===== src/rtl/csa_multiword_seq.sv =====
// Multi-word addition sequencer around an external carry-select adder.
// It uses a registered operand stage and a registered result stage, and it chains the carry from one word to the next.
module csa_multiword_seq #(
  parameter int DATA_W    = 32,
  parameter int MAX_WORDS = 8,
  parameter int IDX_W     = 3
) (
  input  logic              clk,
  input  logic              rst_n,
  input  logic              in_valid,
  output logic              in_ready,
  input  logic [DATA_W-1:0] in_a,
  input  logic [DATA_W-1:0] in_b,
  input  logic              in_cin,
  input  logic              in_last,
  output logic [DATA_W-1:0] add_a,
  output logic [DATA_W-1:0] add_b,
  output logic              add_cin,
  input  logic [DATA_W-1:0] add_sum,
  input  logic              add_cout,
  output logic              out_valid,
  input  logic              out_ready,
  output logic [DATA_W-1:0] out_sum,
  output logic [IDX_W-1:0]  out_idx,
  output logic              out_last,
  output logic              out_cout,
  output logic              out_ovf,
  output logic              out_err
);

  localparam logic [IDX_W-1:0] IDX_MAX = IDX_W'(MAX_WORDS - 1);
  localparam logic [IDX_W-1:0] IDX_ONE = IDX_W'(1);

  logic [DATA_W-1:0] op_a_q, op_a_d, op_b_q, op_b_d;
  logic              op_cin_q, op_cin_d, op_first_q, op_first_d;
  logic              op_last_q, op_last_d, op_err_q, op_err_d;
  logic              op_valid_q, op_valid_d;
  logic [IDX_W-1:0]  op_idx_q, op_idx_d;
  logic              carry_q, carry_d;
  logic              in_pkt_q, in_pkt_d;
  logic [IDX_W-1:0]  cnt_q, cnt_d;
  logic              out_valid_q, out_valid_d;
  logic [DATA_W-1:0] out_sum_q, out_sum_d;
  logic [IDX_W-1:0]  out_idx_q, out_idx_d;
  logic              out_last_q, out_last_d, out_cout_q, out_cout_d;
  logic              out_ovf_q, out_ovf_d, out_err_q, out_err_d;

  logic op_adv, accept, at_max, eff_last;

  // Handshake: the operand stage advances whenever the result stage is free or draining.
  always_comb begin
    op_adv   = op_valid_q & (~out_valid_q | out_ready);
    in_ready = ~op_valid_q | op_adv;
    accept   = in_valid & in_ready;
    at_max   = (cnt_q == IDX_MAX);
    eff_last = in_last | at_max;
  end

  // Adder drive: the first word of a packet takes the packet carry-in, and later words take the chained carry.
  always_comb begin
    if (op_valid_q) begin
      add_a   = op_a_q;
      add_b   = op_b_q;
      add_cin = op_first_q ? op_cin_q : carry_q;
    end else begin
      add_a   = {DATA_W{1'b0}};
      add_b   = {DATA_W{1'b0}};
      add_cin = 1'b0;
    end
  end

  // Operand stage and packet tracking next-state.
  always_comb begin
    op_a_d     = op_a_q;
    op_b_d     = op_b_q;
    op_cin_d   = op_cin_q;
    op_first_d = op_first_q;
    op_last_d  = op_last_q;
    op_idx_d   = op_idx_q;
    op_err_d   = op_err_q;
    op_valid_d = op_valid_q;
    in_pkt_d   = in_pkt_q;
    cnt_d      = cnt_q;
    if (accept) begin
      op_a_d     = in_a;
      op_b_d     = in_b;
      op_cin_d   = in_cin;
      op_first_d = ~in_pkt_q;
      op_last_d  = eff_last;
      op_idx_d   = cnt_q;
      op_err_d   = at_max & ~in_last;
      op_valid_d = 1'b1;
      if (eff_last) begin
        in_pkt_d = 1'b0;
        cnt_d    = {IDX_W{1'b0}};
      end else begin
        in_pkt_d = 1'b1;
        cnt_d    = cnt_q + IDX_ONE;
      end
    end else if (op_adv) begin
      op_valid_d = 1'b0;
    end else begin
      op_valid_d = op_valid_q;
    end
  end

  // Result stage next-state: capture adder outputs and carry only when the operand word moves forward.
  always_comb begin
    out_valid_d = out_valid_q;
    out_sum_d   = out_sum_q;
    out_idx_d   = out_idx_q;
    out_last_d  = out_last_q;
    out_cout_d  = out_cout_q;
    out_ovf_d   = out_ovf_q;
    out_err_d   = out_err_q;
    carry_d     = carry_q;
    if (op_adv) begin
      out_valid_d = 1'b1;
      out_sum_d   = add_sum;
      out_idx_d   = op_idx_q;
      out_last_d  = op_last_q;
      out_err_d   = op_err_q;
      out_cout_d  = op_last_q & add_cout;
      out_ovf_d   = op_last_q & (op_a_q[DATA_W-1] == op_b_q[DATA_W-1]) &
                    (add_sum[DATA_W-1] != op_a_q[DATA_W-1]);
      carry_d     = add_cout;
    end else if (out_valid_q & out_ready) begin
      out_valid_d = 1'b0;
    end else begin
      out_valid_d = out_valid_q;
    end
  end

  // State registers with synchronous active-low reset.
  always_ff @(posedge clk) begin
    if (!rst_n) begin
      op_a_q      <= {DATA_W{1'b0}};
      op_b_q      <= {DATA_W{1'b0}};
      op_cin_q    <= 1'b0;
      op_first_q  <= 1'b0;
      op_last_q   <= 1'b0;
      op_idx_q    <= {IDX_W{1'b0}};
      op_err_q    <= 1'b0;
      op_valid_q  <= 1'b0;
      carry_q     <= 1'b0;
      in_pkt_q    <= 1'b0;
      cnt_q       <= {IDX_W{1'b0}};
      out_valid_q <= 1'b0;
      out_sum_q   <= {DATA_W{1'b0}};
      out_idx_q   <= {IDX_W{1'b0}};
      out_last_q  <= 1'b0;
      out_cout_q  <= 1'b0;
      out_ovf_q   <= 1'b0;
      out_err_q   <= 1'b0;
    end else begin
      op_a_q      <= op_a_d;
      op_b_q      <= op_b_d;
      op_cin_q    <= op_cin_d;
      op_first_q  <= op_first_d;
      op_last_q   <= op_last_d;
      op_idx_q    <= op_idx_d;
      op_err_q    <= op_err_d;
      op_valid_q  <= op_valid_d;
      carry_q     <= carry_d;
      in_pkt_q    <= in_pkt_d;
      cnt_q       <= cnt_d;
      out_valid_q <= out_valid_d;
      out_sum_q   <= out_sum_d;
      out_idx_q   <= out_idx_d;
      out_last_q  <= out_last_d;
      out_cout_q  <= out_cout_d;
      out_ovf_q   <= out_ovf_d;
      out_err_q   <= out_err_d;
    end
  end

  assign out_valid = out_valid_q;
  assign out_sum   = out_sum_q;
  assign out_idx   = out_idx_q;
  assign out_last  = out_last_q;
  assign out_cout  = out_cout_q;
  assign out_ovf   = out_ovf_q;
  assign out_err   = out_err_q;

endmodule


===== config.mk =====
export PLATFORM = sky130hd
export DESIGN_NAME = csa_multiword_seq
export DESIGN_NICKNAME = d
export VERILOG_FILES = /design/src/rtl/csa_multiword_seq.sv
export SDC_FILE = /design/constraint.sdc
export NUM_CORES = 1
export LEC_CHECK = 0
export ABC_AREA = 1
export ABC_CLOCK_PERIOD_IN_PS = 2300
export CORE_MARGIN = 10
export CORE_UTILIZATION = 45
export CTS_CLUSTER_SIZE = 14
export DETAILED_ROUTE_END_ITERATION = 10
export HOLD_SLACK_MARGIN = 0.15
export PLACE_DENSITY = 0.84
export SETUP_SLACK_MARGIN = 0.2
export SLEW_MARGIN = 10
export SYNTH_ARGS = -nofsm -noshare
export SYNTH_HDL_FRONTEND = slang
export SYNTH_SLANG_ARGS = --single-unit

===== constraint.sdc =====
create_clock -name clk -period 2.3 [get_ports clk]
set_clock_uncertainty 0.05 [all_clocks]
set_input_delay 0.345 -clock clk [delete_from_list [all_inputs] [get_ports clk]]
set_output_delay 0.345 -clock clk [all_outputs]
set_load 0.01 [all_outputs]

==> out/metrics.csv, run 1 <==
stage,metric,value,unit
sta,setup_viol_count_final,0,
sta,finalMaxSlewViolations,0,
drt,drt_iter0_drc,355,
global_route,grt_pass1_wl,23.9,mm
drt,dr.pass1.iters,5,
setup_path,worstSetupStartpointType,flip-flop,
global_route,grt_usage,0.200,
sta,worstMarginPinSlew,0.680,ns
cells_and_area,drive_above_1_share,0.0564,
clocking,cts_tree,yes,
clocking,cts_sinks,117,
clocking,clockBufferDepth,2,
setup_path,path_class,reg2out,
placement,place.gp.congestion,0.816,
sta,fin_crit,2.04,ns
power_and_ir_drop,total_power,5.56,mW
power_and_ir_drop,p_per_area,747,nW/um^2
clocking,cts.clk_slew.worst_paths,0.05,ns
cells_and_area,layout_common_cells,"215 x nor2_1, 141 x clkdlybuf4s50_1, 116 x dfxtp_1",
cells_and_area,design_area,7450,sq um
sta,fmax,0.491,GHz
placement,portBuffers,208,
yosys,synthesis.nets,761,
yosys,syn_inst,656,
setup_path,cp.required,1.90,ns
yosys,syn-mean-instance-area,7.03,sq um
drt,vias,4836,
drt,ant_nets,0,
cells_and_area,syn_to_final_growth,61.5,%
yosys,yosys_warnings,0,
drt,wirelength,15.5,mm
clocking,clk_latency,0.50,ns
floorplanning,fp.dieH,121,um
setup_path,path_max_fanout,18,
sta,period_share,0.886,
drt,wire_per_inst,15.5,um
sta,relSlewSlack,0.547,
global_route,antenna_found_initial,0,
power_and_ir_drop,vdd_drop_max,0.000420,V
global_route,grt_overflow_total,0,
floorplanning,start_util,0.468,
yosys,yosysTopAreaCell,dfxtp_1,
yosys,mappedNetlistArea,4610,sq um
setup_path,crit_arrival,1.64,ns
drt,drc,0,
sta,fin_hold_ws,0.370,ns
cells_and_area,final_common_cell,nor2_1,
floorplanning,dieArea,14700,sq um
placement,hpwl,10.8,mm
flow_run,maxCapViolations,0,
floorplanning,core,9860,sq um
cells_and_area,diodes,0,
sta,hold_viol_final,0,
floorplanning,io_pins,209,
drt,vias_per_cell,4.83,
yosys,synth_cell_types,20,
global_route,grt_pass1_vias,4800,
setup_path,cp-end-kind,output port,
yosys,ys_ff_latch,117,
power_and_ir_drop,p_leak,4.11,nW
cells_and_area,fin_nets,962,
worst_hold_path,holdCritPathClass,in2reg,
yosys,synthTopCellsByArea,"dfxtp_1 51%, nor2_1 17%, o21ai_0 10%",
clocking,cts_hold_buf,0,
sta,rsz0062_at_grt,no,
outcome,status,"complete, no violations",
floorplanning,die_width,121,um
floorplanning,rows,36,
yosys,yosys.area.top_type_share,0.508,
yosys,ys_seq_area_frac,0.508,
clocking,htree_levels,4,
sta,tns,0,ns
cells_and_area,fillers,735,
cells_and_area,final_util,0.755,
placement,postPlaceCellArea,6740,sq um
clocking,cts-root-buf,clkbuf_8,
clocking,cts_buffers,17,
global_route,grt_max_degree,46,
==> layout make-up <==
cell class	count	area, sq um	area share
clock buffers	21	439	0.0589
well taps	133	166	0.0223
flip-flops and latches	117	2350	0.315
repair buffers	223	2310	0.309
multi-input cells	423	1780	0.239
clock inverters	10	131	0.0176
inverters	75	282	0.0378
==> registers in the layout, indices dropped and copies added, names as in the netlist <==
signal	cells
in_pkt_q	1
op_idx_q	3
op_first_q	1
out_valid	1
out_sum	32
op_last_q	1
carry_q	1
out_ovf	1
cnt_q	3
out_cout	1
op_a_q	32
op_err_q	1
out_err	1
out_last	1
op_b_q	32
op_cin_q	1
out_idx	3
op_valid_q	1
==> critical path: stages (launching register included) <==
cell           delay, ns
dfxtp_4             0.41
bufbuf_16           0.32
nand2_1             0.07
inv_1               0.04
dlygate4sd2_1       0.31
==> timing repair <==
action                                  CTS  global route
pin swaps                                 0             0
endpoints found under the setup margin   65            29
cloned                                    1             1
gates resized for setup                  45            30
setup buffers                             0             3
==> power by group <==
part           switching [mW]  internal, mW
clock network           0.889          1.66
logic                   0.355         0.407
registers              0.0785          2.17
total                    1.32          4.24
==> path summary, 6_finish.rpt <==
kind | from | to | slack (ns) | depth (start not counted)
hold / removal | rst_n | op_first_q$_SDFFE_PN0P_ | 0.37 | 3
hold reg to reg | out_ovf$_SDFFE_PN0P_ | out_ovf$_SDFFE_PN0P_ | 0.42 | 2
setup reg to reg | op_valid_q$_SDFFE_PN0P_ | op_a_q[30]$_SDFFE_PN0P_ | 0.57 | 6
setup / recovery | op_valid_q$_SDFFE_PN0P_ | add_a[27] | 0.26 | 4
==> per-stage QoR <==
stage,cells,setup slack (ns)
6_report,1002,0.262
3_3_place_gp,966,0.322
2_1_floorplan,656,0.948
3_5_place_dp,966,0.326
4_1_cts,998,0.120
5_1_grt,1002,0.199
==> layer usage <==
layer	GRT usage	wire, um	vias up
met5	0	0	-
met4	0.0626	193	0
met3	0.0810	1520	20
met2	0.346	7680	198
met1	0.220	6090	2206
li1	-	-	2412
==> cells in the mapped netlist <==
cell type    n
a21oi_1     12
buf_1        1
buf_2       16
buf_4        3
buf_6        4
clkbuf_1    17
clkinv_1     1
dfxtp_1    117
ha_1         2
inv_1       72
inv_2        2
nand2_1     80
nand2_2      1
nand3_1      3
nand3_2      1
nand3b_1     1
nand4_1      2
nor2_1     215
o21ai_0     93
o21ai_1     13
==> logic make-up (layout without fill, tap and decap cells) <==
logic type      count (synthesis)  after routing  synth area share
compound gates                118            118             0.128
simple gates                  303            303             0.251
fa+ha+maj                       2              2           0.00542
buf+inv                       116            329             0.108
flops                         117            117             0.508
Power figures use the tool's default switching activity.
==> run 2: changes to the inputs <==
--- a/config.mk
+++ b/config.mk
@@ -7,9 +7,9 @@
 export LEC_CHECK = 0
 export ABC_AREA = 1
 export ABC_CLOCK_PERIOD_IN_PS = 2300
-export CORE_MARGIN = 10
+export CORE_MARGIN = 2
 export CORE_UTILIZATION = 45
-export CTS_CLUSTER_SIZE = 14
+export CTS_CLUSTER_SIZE = 28
 export DETAILED_ROUTE_END_ITERATION = 10
 export HOLD_SLACK_MARGIN = 0.15
 export PLACE_DENSITY = 0.84
==> run 2 against run 1 <==
Wire length is 14% lower. Core utilization is 0.51 points lower. Final area is 0.67% lower. Combinational power is 0.8% higher. Critical path type unchanged. Largest power group unchanged. Highest routed layer unchanged.
==> out/metrics.csv, run 2 (synthesis results as in run 1) <==
stage,metric,value,unit
floorplanning,io_pins,209,
setup_path,path_class,reg2out,
sta,setup_viol_count_final,0,
setup_path,reg2reg_slack,0.60,ns
power_and_ir_drop,vdd_drop_max,0.000432,V
power_and_ir_drop,switching_share,0.255,
worst_hold_path,whs_path_depth,3,
clocking,cts-root-buf,clkbuf_8,
power_and_ir_drop,power_frac_seq,0.413,
setup_path,crit_arrival,1.79,ns
setup_path,path_cells,clkbuf_16 -> nand2_1 -> inv_1 -> clkdlybuf4s50_1,
cells_and_area,drive_above_1_share,0.0577,
drt,drt_iter0_drc,285,
clocking,cts_buffers,17,
power_and_ir_drop,p_per_area,735,nW/um^2
setup_path,cp-end-kind,output port,
power_and_ir_drop,comb_power_share,0.141,
worst_hold_path,holdCritPathClass,in2reg,
setup_path,cp.required,1.90,ns
clocking,clk_latency,0.49,ns
power_and_ir_drop,clockPowerShare,0.446,
global_route,grt_overflow_total,0,
floorplanning,die_width,105,um
cells_and_area,final_util,0.750,
placement,hpwl,9.31,mm
drt,dr.pass1.iters,5,
floorplanning,dieArea,11100,sq um
setup_path,r2r_cells,6,
sta,relSlewSlack,0.521,
setup_path,worstSetupStartpointType,flip-flop,
drt,vias,4827,
clocking,cts_sinks,117,
sta,rsz0062_at_grt,yes,
drt,vias_per_cell,4.83,
outcome,status,"complete, no violations",
sta,tns,0,ns
drt,wire_per_inst,13.3,um
cells_and_area,design_area,7400,sq um
global_route,antenna_found_initial,0,
power_and_ir_drop,net-switching-power,1.39,mW
flow_run,maxCapViolations,0,
worst_hold_path,hold_end,op_first_q$_SDFFE_PN0P_,
floorplanning,core,9860,sq um
sta,finalMaxSlewViolations,0,
setup_path,critPathMaxStageDelay,0.55,ns
clocking,htree_levels,4,
drt,ant_nets,0,
setup_path,path_max_fanout,19,
setup_path,r2r_start,op_valid_q$_SDFFE_PN0P_,
global_route,grt_pass1_wl,21.3,mm
power_and_ir_drop,intPower,4.06,mW
floorplanning,rows,36,
placement,portBuffers,208,
cells_and_area,layout_common_cells,"215 x nor2_1, 198 x clkdlybuf4s50_1, 116 x dfxtp_1",
global_route,grt_usage,0.236,
drt,wirelength,13.3,mm
cells_and_area,final_common_cell,nor2_1,
floorplanning,fp.dieH,105,um
worst_hold_path,worstHoldStart,rst_n,
cells_and_area,diodes,0,
global_route,grt_pass1_vias,4639,
clocking,cts_tree,yes,
sta,fin_crit,2.18,ns
clocking,cts.clk_slew.worst_paths,0.06,ns
floorplanning,start_util,0.468,
placement,place.gp.congestion,0.745,
sta,period_share,0.949,
clocking,cts_hold_buf,0,
clocking,post-cts-setup-buffer-count,0,
sta,fmax,0.458,GHz
placement,postPlaceCellArea,6800,sq um
power_and_ir_drop,p_leak,3.50,nW
cells_and_area,fillers,762,
sta,worstMarginPinSlew,0.719,ns
cells_and_area,fin_nets,959,
setup_path,r2r-end,op_b_q[30]$_SDFFE_PN0P_,
sta,hold_viol_final,0,
drt,drc,0,
clocking,clockBufferDepth,2,
setup_path,cpMaxStageDelayCell,clkdlybuf4s50_1,
global_route,grt_max_degree,45,
cells_and_area,syn_to_final_growth,60.5,%
==> run 2: cell count changes in the layout (fill, tap and decap cells not counted), moves of 5 or more <==
cell / delta
clkdlybuf4s50_1: +57
dlymetal6s2s_1: -24
clkinvlp_4: +5
dlygate4sd2_1: -33
buf_4: -5
==> run 2: worst max-delay path by stage <==
stage	cells past startpoint	to	startpoint	slack (ns)
after global placement	4	in_ready	out_ready	0.32
after global routing	4	add_b[25]	op_valid_q$_SDFFE_PN0P_	0.05
after floorplan	4	add_a[10]	op_valid_q$_SDFFE_PN0P_	0.95
after CTS	4	add_b[29]	op_valid_q$_SDFFE_PN0P_	0.08
final	4	add_b[0]	op_valid_q$_SDFFE_PN0P_	0.12
after detailed placement	4	in_ready	out_ready	0.34
==> run 2: power groups by stage <==
stage | logic, mW | registers (mW) | clock network (mW)
after global routing | 0.844 | 2.27 | 2.57
after CTS | 0.767 | 2.25 | 2.45
after global placement | 0.738 | 2.28 | 0
final | 0.768 | 2.25 | 2.43
after detailed placement | 0.759 | 2.29 | 0
after floorplan | 0.323 | 2.29 | 0
==> run 2: final cells by class <==
| type | instances | area, sq um | area share |
|---|---|---|---|
| clock buffer | 18 | 428 | 0.0578 |
| clock inverter | 14 | 129 | 0.0174 |
| inverter | 75 | 282 | 0.0380 |
| multi-input combinational | 423 | 1770 | 0.240 |
| sequential | 117 | 2350 | 0.317 |
| tap | 133 | 166 | 0.0225 |
| timing repair buffer | 220 | 2280 | 0.308 |
==> run 2: repair_timing <==
item,4_1_cts,5_1_grt
gates resized for setup,9,5
setup endpoints to repair,65,61
gates cloned,0,1
endpoints found under the hold margin,0,0
==> run 2: through the flow <==
stage / instances / total power [mW] / setup slack, ns / hold slack, ns
after global placement: 967 / 3.02 / 0.324 / 0.389
after global routing: 1000 / 5.68 / 0.0472 / 0.401
after CTS: 999 / 5.47 / 0.0808 / 0.364
after detailed placement: 967 / 3.05 / 0.337 / 0.402
after floorplan: 656 / 2.62 / 0.948 / 0.378
final: 1000 / 5.44 / 0.116 / 0.386
==> run 2: layer usage <==
layer  wire, um  up-vias  global-route usage
li1           -     2407                   -
met1       5450     2207               0.277
met2       6720      202               0.420
met3        996       11              0.0699
met4        106        0              0.0581
met5          0        -                   0
==> run 2: worst max-delay path, delay by kind of cell (launching register included) <==
| kind | cells | cell delay (ns) |
|---|---|---|
| buffers and inverters | 3 | 0.81 |
| flip-flops | 1 | 0.43 |
| AND/OR/NAND/NOR | 1 | 0.06 |
==> run 3: changes to the inputs <==
--- a/config.mk
+++ b/config.mk
@@ -9,9 +9,11 @@
 export ABC_CLOCK_PERIOD_IN_PS = 2300
 export CORE_MARGIN = 2
 export CORE_UTILIZATION = 45
+export CTS_CLUSTER_DIAMETER = 30
 export CTS_CLUSTER_SIZE = 28
 export DETAILED_ROUTE_END_ITERATION = 10
 export HOLD_SLACK_MARGIN = 0.15
+export MAX_ROUTING_LAYER = met4
 export PLACE_DENSITY = 0.84
 export SETUP_SLACK_MARGIN = 0.2
 export SLEW_MARGIN = 10
==> run 3 against run 2 <==
First-iteration DRC count rose by 13%. Clock power barely moved. Via count fell by 1.4%. Sequential cell count did not move. Register-to-register slack improved by 0.06 ns. Critical path depth did not move. Setup slack improved by 0.0018 ns. Cell count did not move. Clock-buffer cell count did not move. Hold slack barely moved. Final area barely moved. Wire length rose by 0.24%. Critical path type unchanged. Largest cell class unchanged. Highest routed layer unchanged.
==> out/metrics.csv, run 3 (synthesis results as in run 1) <==
stage,metric,value,unit
clocking,cts_hold_buf,0,
power_and_ir_drop,p_per_area,735,nW/um^2
setup_path,path_max_fanout,19,
sta,hold_viol_final,0,
clocking,htree_levels,4,
floorplanning,fp.dieH,105,um
setup_path,cpMaxStageDelayCell,clkdlybuf4s50_1,
cells_and_area,syn_to_final_growth,60.6,%
power_and_ir_drop,p_leak,3.50,nW
setup_path,critPathTopFamily,buffers and inverters,
setup_path,path_class,reg2out,
floorplanning,die_width,105,um
sta,setup_slack,0.118,ns
drt,wire_per_inst,13.3,um
placement,portBuffers,208,
sta,fin_crit,2.18,ns
floorplanning,dieArea,11100,sq um
global_route,grtUsageMet2,0.420,
setup_path,r2r_start,op_valid_q$_SDFFE_PN0P_,
sta,setup_viol_count_final,0,
setup_path,cp.required,1.90,ns
worst_hold_path,worstHoldStart,rst_n,
sta,tns,0,ns
global_route,antenna_found_initial,0,
worst_hold_path,hold_end,op_first_q$_SDFFE_PN0P_,
sta,fmax,0.458,GHz
worst_hold_path,whs_path_depth,3,
setup_path,cp-end-kind,output port,
clocking,cts_buffers,17,
power_and_ir_drop,vdd_drop_max,0.000407,V
sta,relSlewSlack,0.524,
cells_and_area,layout_common_cells,"215 x nor2_1, 198 x clkdlybuf4s50_1, 116 x dfxtp_1",
drt,vias,4761,
outcome,status,"complete, no violations",
global_route,grt_overflow_total,0,
global_route,grt_util_met1,0.283,
clocking,post-cts-setup-buffer-count,0,
sta,rsz0062_at_grt,yes,
setup_path,worst-path-buf-inv,3,
global_route,grt_max_degree,45,
global_route,grt_usage,0.242,
clocking,cts_tree,yes,
global_route,grt-busiest-layer,met2,
placement,dp_worst_setup_slack,0.337,ns
cells_and_area,drive_above_1_share,0.0577,
global_route,grt_pass1_vias,4655,
cells_and_area,final_common_cell,nor2_1,
drt,dr.pass1.iters,4,
cells_and_area,diodes,0,
cells_and_area,multi_input_area,1780,sq um
cells_and_area,register_area,2350,sq um
setup_path,r2r_cells,6,
drt,wirelength,13.3,mm
setup_path,path_cells,clkbuf_16 -> nand2_1 -> inv_1 -> clkdlybuf4s50_1,
floorplanning,io_pins,209,
sta,worstMarginPinSlew,0.714,ns
floorplanning,core,9860,sq um
drt,ant_nets,0,
setup_path,critPathMaxStageDelay,0.55,ns
flow_run,maxCapViolations,0,
clocking,clockBufferDepth,2,
setup_path,worstSetupStartpointType,flip-flop,
sta,finalMaxSlewViolations,0,
setup_path,reg2reg_slack,0.66,ns
placement,hpwl,9.31,mm
clocking,cts-root-buf,clkbuf_8,
clocking,cts.clk_slew.worst_paths,0.06,ns
setup_path,r2r-end,op_b_q[30]$_SDFFE_PN0P_,
setup_path,crit_arrival,1.79,ns
placement,place.gp.congestion,0.755,
drt,drt_iter0_drc,322,
clocking,cts_sinks,117,
setup_path,critPathLaunch,op_valid_q$_SDFFE_PN0P_,
floorplanning,rows,36,
sta,period_share,0.949,
global_route,globalRouteMet3Util,0.0563,
drt,vias_per_cell,4.76,
global_route,grt_pass1_wl,21.3,mm
worst_hold_path,holdCritPathClass,in2reg,
cells_and_area,fillers,763,
floorplanning,start_util,0.468,
cells_and_area,fin_nets,959,
drt,drc,0,
clocking,clk_latency,0.49,ns
[run 3: cell types whose count changed in the layout (fill, tap and decap cells not counted), sizes merged]
cell / change
clkdlybuf4s15: -1
dlygate4sd2: +1
[run 3: cell type report]
class / count / area share
tap: 133 / 0.0225
timing repair buffer: 220 / 0.307
clock inverter: 14 / 0.0174
multi-input combinational: 423 / 0.240
inverter: 75 / 0.0380
sequential: 117 / 0.317
clock buffer: 18 / 0.0578
[run 3: timing repair]
action | CTS | global route
gates resized for setup | 9 | 5
endpoints found under the setup margin | 65 | 61
cloned | 0 | 1
[run 3: worst max-delay path by stage]
| stage | slack, ns | to | cells after the start |
|---|---|---|---|
| detailed placement | 0.34 | in_ready | 4 |
| floorplan | 0.95 | add_a[10] | 4 |
| global placement | 0.32 | in_ready | 4 |
| CTS | 0.08 | add_b[29] | 4 |
| global route | 0.06 | add_b[25] | 4 |
| finish | 0.12 | add_b[0] | 4 |
[run 3: worst reg2reg max path, cell delays in order, from the launching register on]
cell and delay [ns]:
dfxtp_4 0.42, clkbuf_16 0.21, nand3_4 0.13, nand2_2 0.11, buf_4 0.36, o21ai_0 0.19, nor2_1 0.11
[run 3: routing by layer]
layer	wire length, um	vias to the layer above
met1	5600	2177
met3	881	8
met5	0	-
li1	-	2407
met4	91	0
met2	6730	169
[run 3: where the power goes]
part | total, mW | switching, mW | internal [mW] | leakage, nW
clock network | 2.43 | 0.959 | 1.47 | 0.256
registers | 2.25 | 0.0799 | 2.17 | 0.969
logic | 0.768 | 0.347 | 0.421 | 2.27
total | 5.44 | 1.39 | 4.06 | 3.50
[run 3: per-stage QoR]
stage               utilization  cells  hold WS, ns  cell area (sq um)  total power, mW
floorplan                     -    656        0.378               4610             2.62
detailed placement        0.689    967        0.402               6800             3.05
finish                    0.751   1000        0.386               7410             5.44
global placement          0.689    967        0.389               6800             3.02
global route              0.751   1000        0.406               7410             5.67
CTS                       0.747    999        0.364               7370             5.47
